[src/rtl/hazard_pkg.sv]
// ============================================================================
// Module      : hazard_pkg
// Description : Shared types and constants for the pipeline hazard controller.
//               FSM state encoding and the hard-wired zero register index.
// Revision    : 1.0 - initial release
// ============================================================================
`default_nettype none

package hazard_pkg;

  // Two-state controller: normal issue, or frozen waiting on data memory.
  typedef enum logic [1:0] {
    RUN      = 2'd0,
    MEM_WAIT = 2'd1
  } state_t;

  // Register $zero never carries a real dependency.
  localparam logic [4:0] REG_ZERO = 5'd0;

endpackage : hazard_pkg

`default_nettype wire

[src/rtl/hazard_sat_cnt.sv]
// ============================================================================
// Module      : hazard_sat_cnt
// Description : Saturating up-counter with increment enable. Sticks at
//               all-ones instead of wrapping.
// Ports       : clk    - clock, rising edge
//               rst_n  - asynchronous active-low reset (count -> 0)
//               inc    - count this cycle
//               count  - current count value [W-1:0]
// Revision    : 1.0 - initial release
// ============================================================================
`default_nettype none

module hazard_sat_cnt #(
  parameter int W = 16
) (
  input  logic         clk,
  input  logic         rst_n,
  input  logic         inc,
  output logic [W-1:0] count
);

  always_ff @(posedge clk or negedge rst_n) begin
    if (!rst_n) begin
      count <= '0;
    end else if (inc && (count != {W{1'b1}})) begin
      count <= count + W'(1);
    end
  end

endmodule : hazard_sat_cnt

`default_nettype wire

[src/rtl/hazard_ctrl.sv]
// ============================================================================
// Module      : hazard_ctrl
// Description : Hazard and stall controller for the 5-stage pipeline. Drives
//               the write enables, bubble and flush controls of the PC and
//               pipeline registers from load-use detection, ID-stage
//               branch/jump resolution and data-memory handshake stalls.
//               All controls are combinational from registered state and
//               current inputs.
// Config      : HAZARD_PERF_EN - adds stall/flush performance counters and
//               the stall_cnt_o / flush_cnt_o ports.
// Ports       : clk_i, rst_i (async active-low)
//               id_rsaddr_i, id_rtaddr_i, id_uses_rt_i - ID source operands
//               ex_memread_i, ex_rtaddr_i              - load in EX
//               id_branch_taken_i, id_jump_i           - ID redirect
//               mem_req_i, mem_ack_i                   - data memory handshake
//               *_write_o, *_bubble_o, if_id_flush_o   - pipeline controls
//               state_o, timeout_o                     - status
//               stall_cnt_o, flush_cnt_o               - perf (optional)
// Revision    : 1.0 - initial release
// ============================================================================
`default_nettype none

module hazard_ctrl
  import hazard_pkg::*;
#(
  parameter int MEM_TIMEOUT = 255,
  parameter int CNT_W       = 16
) (
  input  logic             clk_i,
  input  logic             rst_i,
  input  logic [4:0]       id_rsaddr_i,
  input  logic [4:0]       id_rtaddr_i,
  input  logic             id_uses_rt_i,
  input  logic             ex_memread_i,
  input  logic [4:0]       ex_rtaddr_i,
  input  logic             id_branch_taken_i,
  input  logic             id_jump_i,
  input  logic             mem_req_i,
  input  logic             mem_ack_i,
  output logic             pc_write_o,
  output logic             if_id_write_o,
  output logic             id_ex_write_o,
  output logic             ex_mem_write_o,
  output logic             id_ex_bubble_o,
  output logic             if_id_flush_o,
  output logic             mem_wb_bubble_o,
  output logic [1:0]       state_o,
  output logic             timeout_o
`ifdef HAZARD_PERF_EN
  ,
  output logic [CNT_W-1:0] stall_cnt_o,
  output logic [CNT_W-1:0] flush_cnt_o
`endif
);

  localparam int                WAIT_W    = (MEM_TIMEOUT > 2) ? $clog2(MEM_TIMEOUT) : 1;
  localparam logic [WAIT_W-1:0] WAIT_LAST = WAIT_W'(MEM_TIMEOUT - 1);

  state_t            state, state_nxt;
  logic [WAIT_W-1:0] wait_cnt, wait_cnt_nxt;
  logic              timeout_flag, timeout_nxt;
  logic              freeze;
  logic              load_use;
  logic              flush;

  // --------------------------------------------------------------------------
  // State register
  // --------------------------------------------------------------------------
  always_ff @(posedge clk_i or negedge rst_i) begin
    if (!rst_i) begin
      state        <= RUN;
      wait_cnt     <= '0;
      timeout_flag <= 1'b0;
    end else begin
      state        <= state_nxt;
      wait_cnt     <= wait_cnt_nxt;
      timeout_flag <= timeout_nxt;
    end
  end

  // --------------------------------------------------------------------------
  // Next state and control decode
  // --------------------------------------------------------------------------
  always_comb begin
    state_nxt    = state;
    wait_cnt_nxt = wait_cnt;
    timeout_nxt  = timeout_flag;
    freeze       = 1'b0;

    unique case (state)
      RUN: begin
        // An access acked in its first cycle never stalls.
        if (mem_req_i && !mem_ack_i) begin
          freeze       = 1'b1;
          state_nxt    = MEM_WAIT;
          wait_cnt_nxt = '0;
        end
      end
      MEM_WAIT: begin
        // mem_req_i is deliberately ignored here; the access is in flight.
        if (mem_ack_i) begin
          state_nxt = RUN;
        end else if (wait_cnt == WAIT_LAST) begin
          // The entry RUN cycle already counted as one frozen cycle, so
          // releasing here caps the freeze at exactly MEM_TIMEOUT cycles.
          state_nxt   = RUN;
          timeout_nxt = 1'b1;
        end else begin
          freeze       = 1'b1;
          wait_cnt_nxt = wait_cnt + WAIT_W'(1);
        end
      end
      default: begin
        state_nxt = RUN;
      end
    endcase

    load_use = ex_memread_i && (ex_rtaddr_i != REG_ZERO) &&
               ((ex_rtaddr_i == id_rsaddr_i) ||
                (id_uses_rt_i && (ex_rtaddr_i == id_rtaddr_i)));

    flush = (id_branch_taken_i || id_jump_i) && !freeze && !load_use;

    pc_write_o      = 1'b1;
    if_id_write_o   = 1'b1;
    id_ex_write_o   = 1'b1;
    ex_mem_write_o  = 1'b1;
    id_ex_bubble_o  = 1'b0;
    if_id_flush_o   = 1'b0;
    mem_wb_bubble_o = 1'b0;

    if (freeze) begin
      // Whole front of the pipe holds; WB sees a bubble so the stalled MEM
      // instruction does not retire repeatedly.
      pc_write_o      = 1'b0;
      if_id_write_o   = 1'b0;
      id_ex_write_o   = 1'b0;
      ex_mem_write_o  = 1'b0;
      mem_wb_bubble_o = 1'b1;
    end else if (load_use) begin
      // Hold PC and IF/ID; inject a bubble behind the load. A redirect in ID
      // is re-evaluated next cycle once its operand is available.
      pc_write_o     = 1'b0;
      if_id_write_o  = 1'b0;
      id_ex_bubble_o = 1'b1;
    end else if (flush) begin
      if_id_flush_o = 1'b1;
    end
  end

  assign state_o   = state;
  assign timeout_o = timeout_flag;

  // --------------------------------------------------------------------------
  // Optional performance counters
  // --------------------------------------------------------------------------
`ifdef HAZARD_PERF_EN
  hazard_sat_cnt #(
    .W (CNT_W)
  ) u_stall_cnt (
    .clk   (clk_i),
    .rst_n (rst_i),
    .inc   (!pc_write_o),
    .count (stall_cnt_o)
  );

  hazard_sat_cnt #(
    .W (CNT_W)
  ) u_flush_cnt (
    .clk   (clk_i),
    .rst_n (rst_i),
    .inc   (if_id_flush_o),
    .count (flush_cnt_o)
  );
`endif

endmodule : hazard_ctrl

`default_nettype wire
[config.mk]
export PLATFORM = sky130hd
export DESIGN_NAME = hazard_ctrl
export DESIGN_NICKNAME = d
export VERILOG_FILES = /design/src/rtl/hazard_pkg.sv /design/src/rtl/hazard_sat_cnt.sv /design/src/rtl/hazard_ctrl.sv
export SDC_FILE = /design/constraint.sdc
export NUM_CORES = 1
export LEC_CHECK = 0
export BUFFER_PORTS_ARGS = -buffer_cell sky130_fd_sc_hd__buf_2
export CELL_PAD_IN_SITES_DETAIL_PLACEMENT = 1
export CELL_PAD_IN_SITES_GLOBAL_PLACEMENT = 1
export CORE_AREA = 2 2 46 59
export DETAILED_ROUTE_END_ITERATION = 12
export DIE_AREA = 0 0 48 61
export GPL_TIMING_DRIVEN = 0
export PLACE_DENSITY_LB_ADDON = 0.1
export SYNTH_ARGS = -nofsm -noshare
export SYNTH_HDL_FRONTEND = slang
export SYNTH_HIERARCHICAL = 1
export SYNTH_SLANG_ARGS = --single-unit
[constraint.sdc]
create_clock -name clk_i -period 2.2 [get_ports clk_i]
set_input_delay 0 -clock clk_i [delete_from_list [all_inputs] [get_ports clk_i]]
set_output_delay 0 -clock clk_i [all_outputs]
set_load 0.05 [all_outputs]
==> out/results.tsv <==
stage	metric	value	unit
drt	ant_nets	0	
layout	diodes	0	
synthesis	synth-async-reset-ratio	1.000	
drt	wl_per_cell	12.71	um
outcome	status	complete, no violations	
die	io_pins	33	
drt	firstDrtPassIters	4	
die	die_h	61	um
placed_design	globalplace.congestion	0.7551	
worst_setup_path	cp-start-kind	flip-flop	
power	p_int	0.3992	mW
global_route	grt-ovfl-total	0	
worst_setup_path	crit_path_end_kind	output port	
synthesis	ys.flop_type	dfrtp_1	
power	power_frac_comb	0.323	
die	die-area	2928	sq um
power	sw_frac_of_total	0.3542	
clocking	clock-sinks	10	
synthesis	synth_area_per_cell	8.894	sq um
sta	period_share	0.9514	
synthesis	yosysMostFrequentCell	nand2_1	
placed_design	dp_hpwl	1525	um
sta	maxSlewViolCount	0	
clocking	cts_tree	done	
power	vdd_drop_max	0.0002620	V
run	drv_cap	0	
layout	syn_to_final_growth	40.17	%
sta	clock-skew-final	0.002359	ns
clocking	cts-root-buf	clkbuf_4	
drt	wirelength	1970	um
drt	via_count	755	
synthesis	netlist_top_cells_area	dfrtp_1 (34%), xnor2_1 (12%), nand2_1 (7.6%), nand4b_1 (4.7%), o211ai_1 (4.1%)	
global_route	grt_pass1_vias	752	
power	p_leak	0.4777	nW
clocking	cts_buffers	3	
die	rows	20	
clocking	cts.clk_slew.worst_paths	0.07	ns
synthesis	synth_fp_nets	108	
sta	setup_tns	0	ns
worst_setup_path	path_max_fanout	10	
synthesis	synth_cell_types	31	
drt	via_per_inst	4.871	
global_route	grt_pass1_wl	2987	um
layout	fillers	310	
clocking	clockBufferDepth	2	
sta	min_period	2.093	ns
synthesis	synth-seq-cells	10	
placed_design	portBuffers	31	
drt	drtIter0Drc	11	
worst_setup_path	critPathRequiredTime	2.20	ns
global_route	grt_use_total	0.1440	
synthesis	netlist.top_cell.by_area	dfrtp_1	
power	p_switching	0.2190	mW
sta	grt_setup_unrepaired	false	
clocking	h-tree-depth	1	
worst_setup_path	worst-endpoint-arrival	2.09	ns
synthesis	yosysSeqAreaShare	0.3390	
power	pwr-share-seq	0.407	
drt	post-route-drc-count	0	
sta	fmax	0.4777	GHz
synthesis	ys_warn_count	6	
synthesis	synth-edff-count	0	
worst_setup_path	path_class	flip-flop to output port	
sta	final-setup-viol-count	0	
worst_setup_path	r2r_slack	0.14	ns
power	power_density	597.4	nW/um^2
synthesis	syn_inst	83	
die	coreArea	2377	sq um
synthesis	synth_area	738.2	sq um
layout	drive_gt1_frac	0.3770	
die	initial_core_util	0.3105	
layout	seq_area	250.2	sq um
worst_setup_path	reg2reg_depth	6	
synthesis	yosys-top-cells-count	nand2_1 (15), dfrtp_1 (10), xnor2_1 (10), nand3_1 (5)	
layout	fin_nets	148	
synthesis	yosys.area.top_type_share	0.3390	
placed_design	dp.cells	147	
worst_setup_path	r2r-end	wait_cnt[7]$_DFFE_PN0P_	
worst_setup_path	rr_startpoint	wait_cnt[1]$_DFFE_PN0P_	
layout	multi_input_area	465.4	sq um
min_path	worstHoldPathType	input pin to asynchronous set/reset pin	
power	clockPowerShare	0.270	
global_route	grt_start_max_net_pins	12	
layout	fin_cells	155	
die	die_x	48	um
clocking	clock_latency	0.26	ns
global_route	antenna_found_initial	0	
sta	final_hold_viol_count	0	
cells by family (layout without fill, tap and decap cells):
logic type,after synthesis,after routing,synth area share
AND/OR/NAND/NOR,38,38,0.2848
AO/OA/AOI/OAI,15,15,0.1678
buffers and inverters,7,46,0.05084
other,1,1,0.005080
flip-flops,10,10,0.3390
adder cells (fa/ha/maj),2,2,0.03389
XOR/XNOR,10,10,0.1186
what timing repair did:
| item | in CTS | in global routing |
|---|---|---|
| pin swaps | 0 | 1 |
| hold buffers | 2 | 0 |
| endpoints found under the hold margin | 11 | 0 |
| setup buffers | 0 | 2 |
| setup endpoints to repair | 1 | 5 |
| gates cloned | 0 | 0 |
| gates resized for setup | 2 | 2 |
worst max-delay path: stages, from the launching register on:
cell and delay (ns):
dfrtp_1 0.45, ha_1 0.21, and2_1 0.20, a311oi_4 0.40, buf_8 0.19, a21oi_4 0.04, buf_4 0.13, buf_2 0.20
placed cells by master (no fill, tap or decap), types with 2 or more instances in the layout:
cell type and instances:
ha_1 2, dlygate4sd3_1 2, buf_4 5, nor2_1 2
nand4_1 2, xnor2_1 10, o211ai_1 4, nand4b_1 4
nand3_1 5, and3_1 3, clkbuf_4 3, o21ai_1 2
buf_2 31, dfrtp_1 10, nand2_1 15
worst max-delay path by stage:
stage,from,to,slack (ns),cells after the start
CTS,wait_cnt[0]$_DFFE_PN0P_,pc_write_o,0.02,8
detailed placement,wait_cnt[0]$_DFFE_PN0P_,wait_cnt[7]$_DFFE_PN0P_,0.1,7
global placement,wait_cnt[0]$_DFFE_PN0P_,wait_cnt[7]$_DFFE_PN0P_,0.12,7
finish,wait_cnt[1]$_DFFE_PN0P_,pc_write_o,0.11,7
global route,wait_cnt[1]$_DFFE_PN0P_,pc_write_o,0.03,7
floorplan,state_o[0]$_DFFE_PN0P_,pc_write_o,0.13,5
power by group through the flow:
stage                     Clock, mW  Sequential, mW  Combinational [mW]
after floorplan                   0           0.248               0.129
after global placement            0           0.255               0.183
after detailed placement          0           0.257               0.188
after CTS                     0.171           0.253               0.193
after global routing          0.180           0.259               0.219
final                         0.167           0.252               0.200
area by class of cell:
| type | instances | share of cell area |
|---|---|---|
| Buffer | 5 | 0.03990 |
| Clock buffer | 4 | 0.03507 |
| Inverter | 2 | 0.009674 |
| Multi-Input combinational cell | 66 | 0.4498 |
| Sequential cell | 10 | 0.2418 |
| Tap cell | 33 | 0.03990 |
| Timing Repair Buffer | 35 | 0.1838 |
per-stage QoR:
stage | util | cell area [sq um] | power (mW) | setup slack, ns | hold slack (ns)
after detailed placement | 0.4000 | 950.9 | 0.4444 | 0.09793 | -0.1210
after global routing | 0.4353 | 1035 | 0.6578 | 0.03487 | 0.1515
final | 0.4353 | 1035 | 0.6182 | 0.1068 | 0.1255
after CTS | 0.4274 | 1016 | 0.6172 | 0.02394 | 0.1254
after global placement | 0.4000 | 950.9 | 0.4373 | 0.1191 | -0.1170
after floorplan | - | 754.5 | 0.3773 | 0.1334 | -0.2956
sequential cells by signal, summed over array words and instances, names as in the netlist:
name / count
timeout_o: 1
state_o: 1
wait_cnt: 8
metal layers:
metal	vias to the layer above	part of all wire	global-route usage	wire length [um]
met5	-	0	0	0
li1	379	-	-	-
met4	0	0.0076	0.06950	15
met2	24	0.54	0.2724	1065
met3	2	0.048	0.01786	95
met1	350	0.40	0.1468	793
Note: power is estimated with default switching activity, not from simulation.
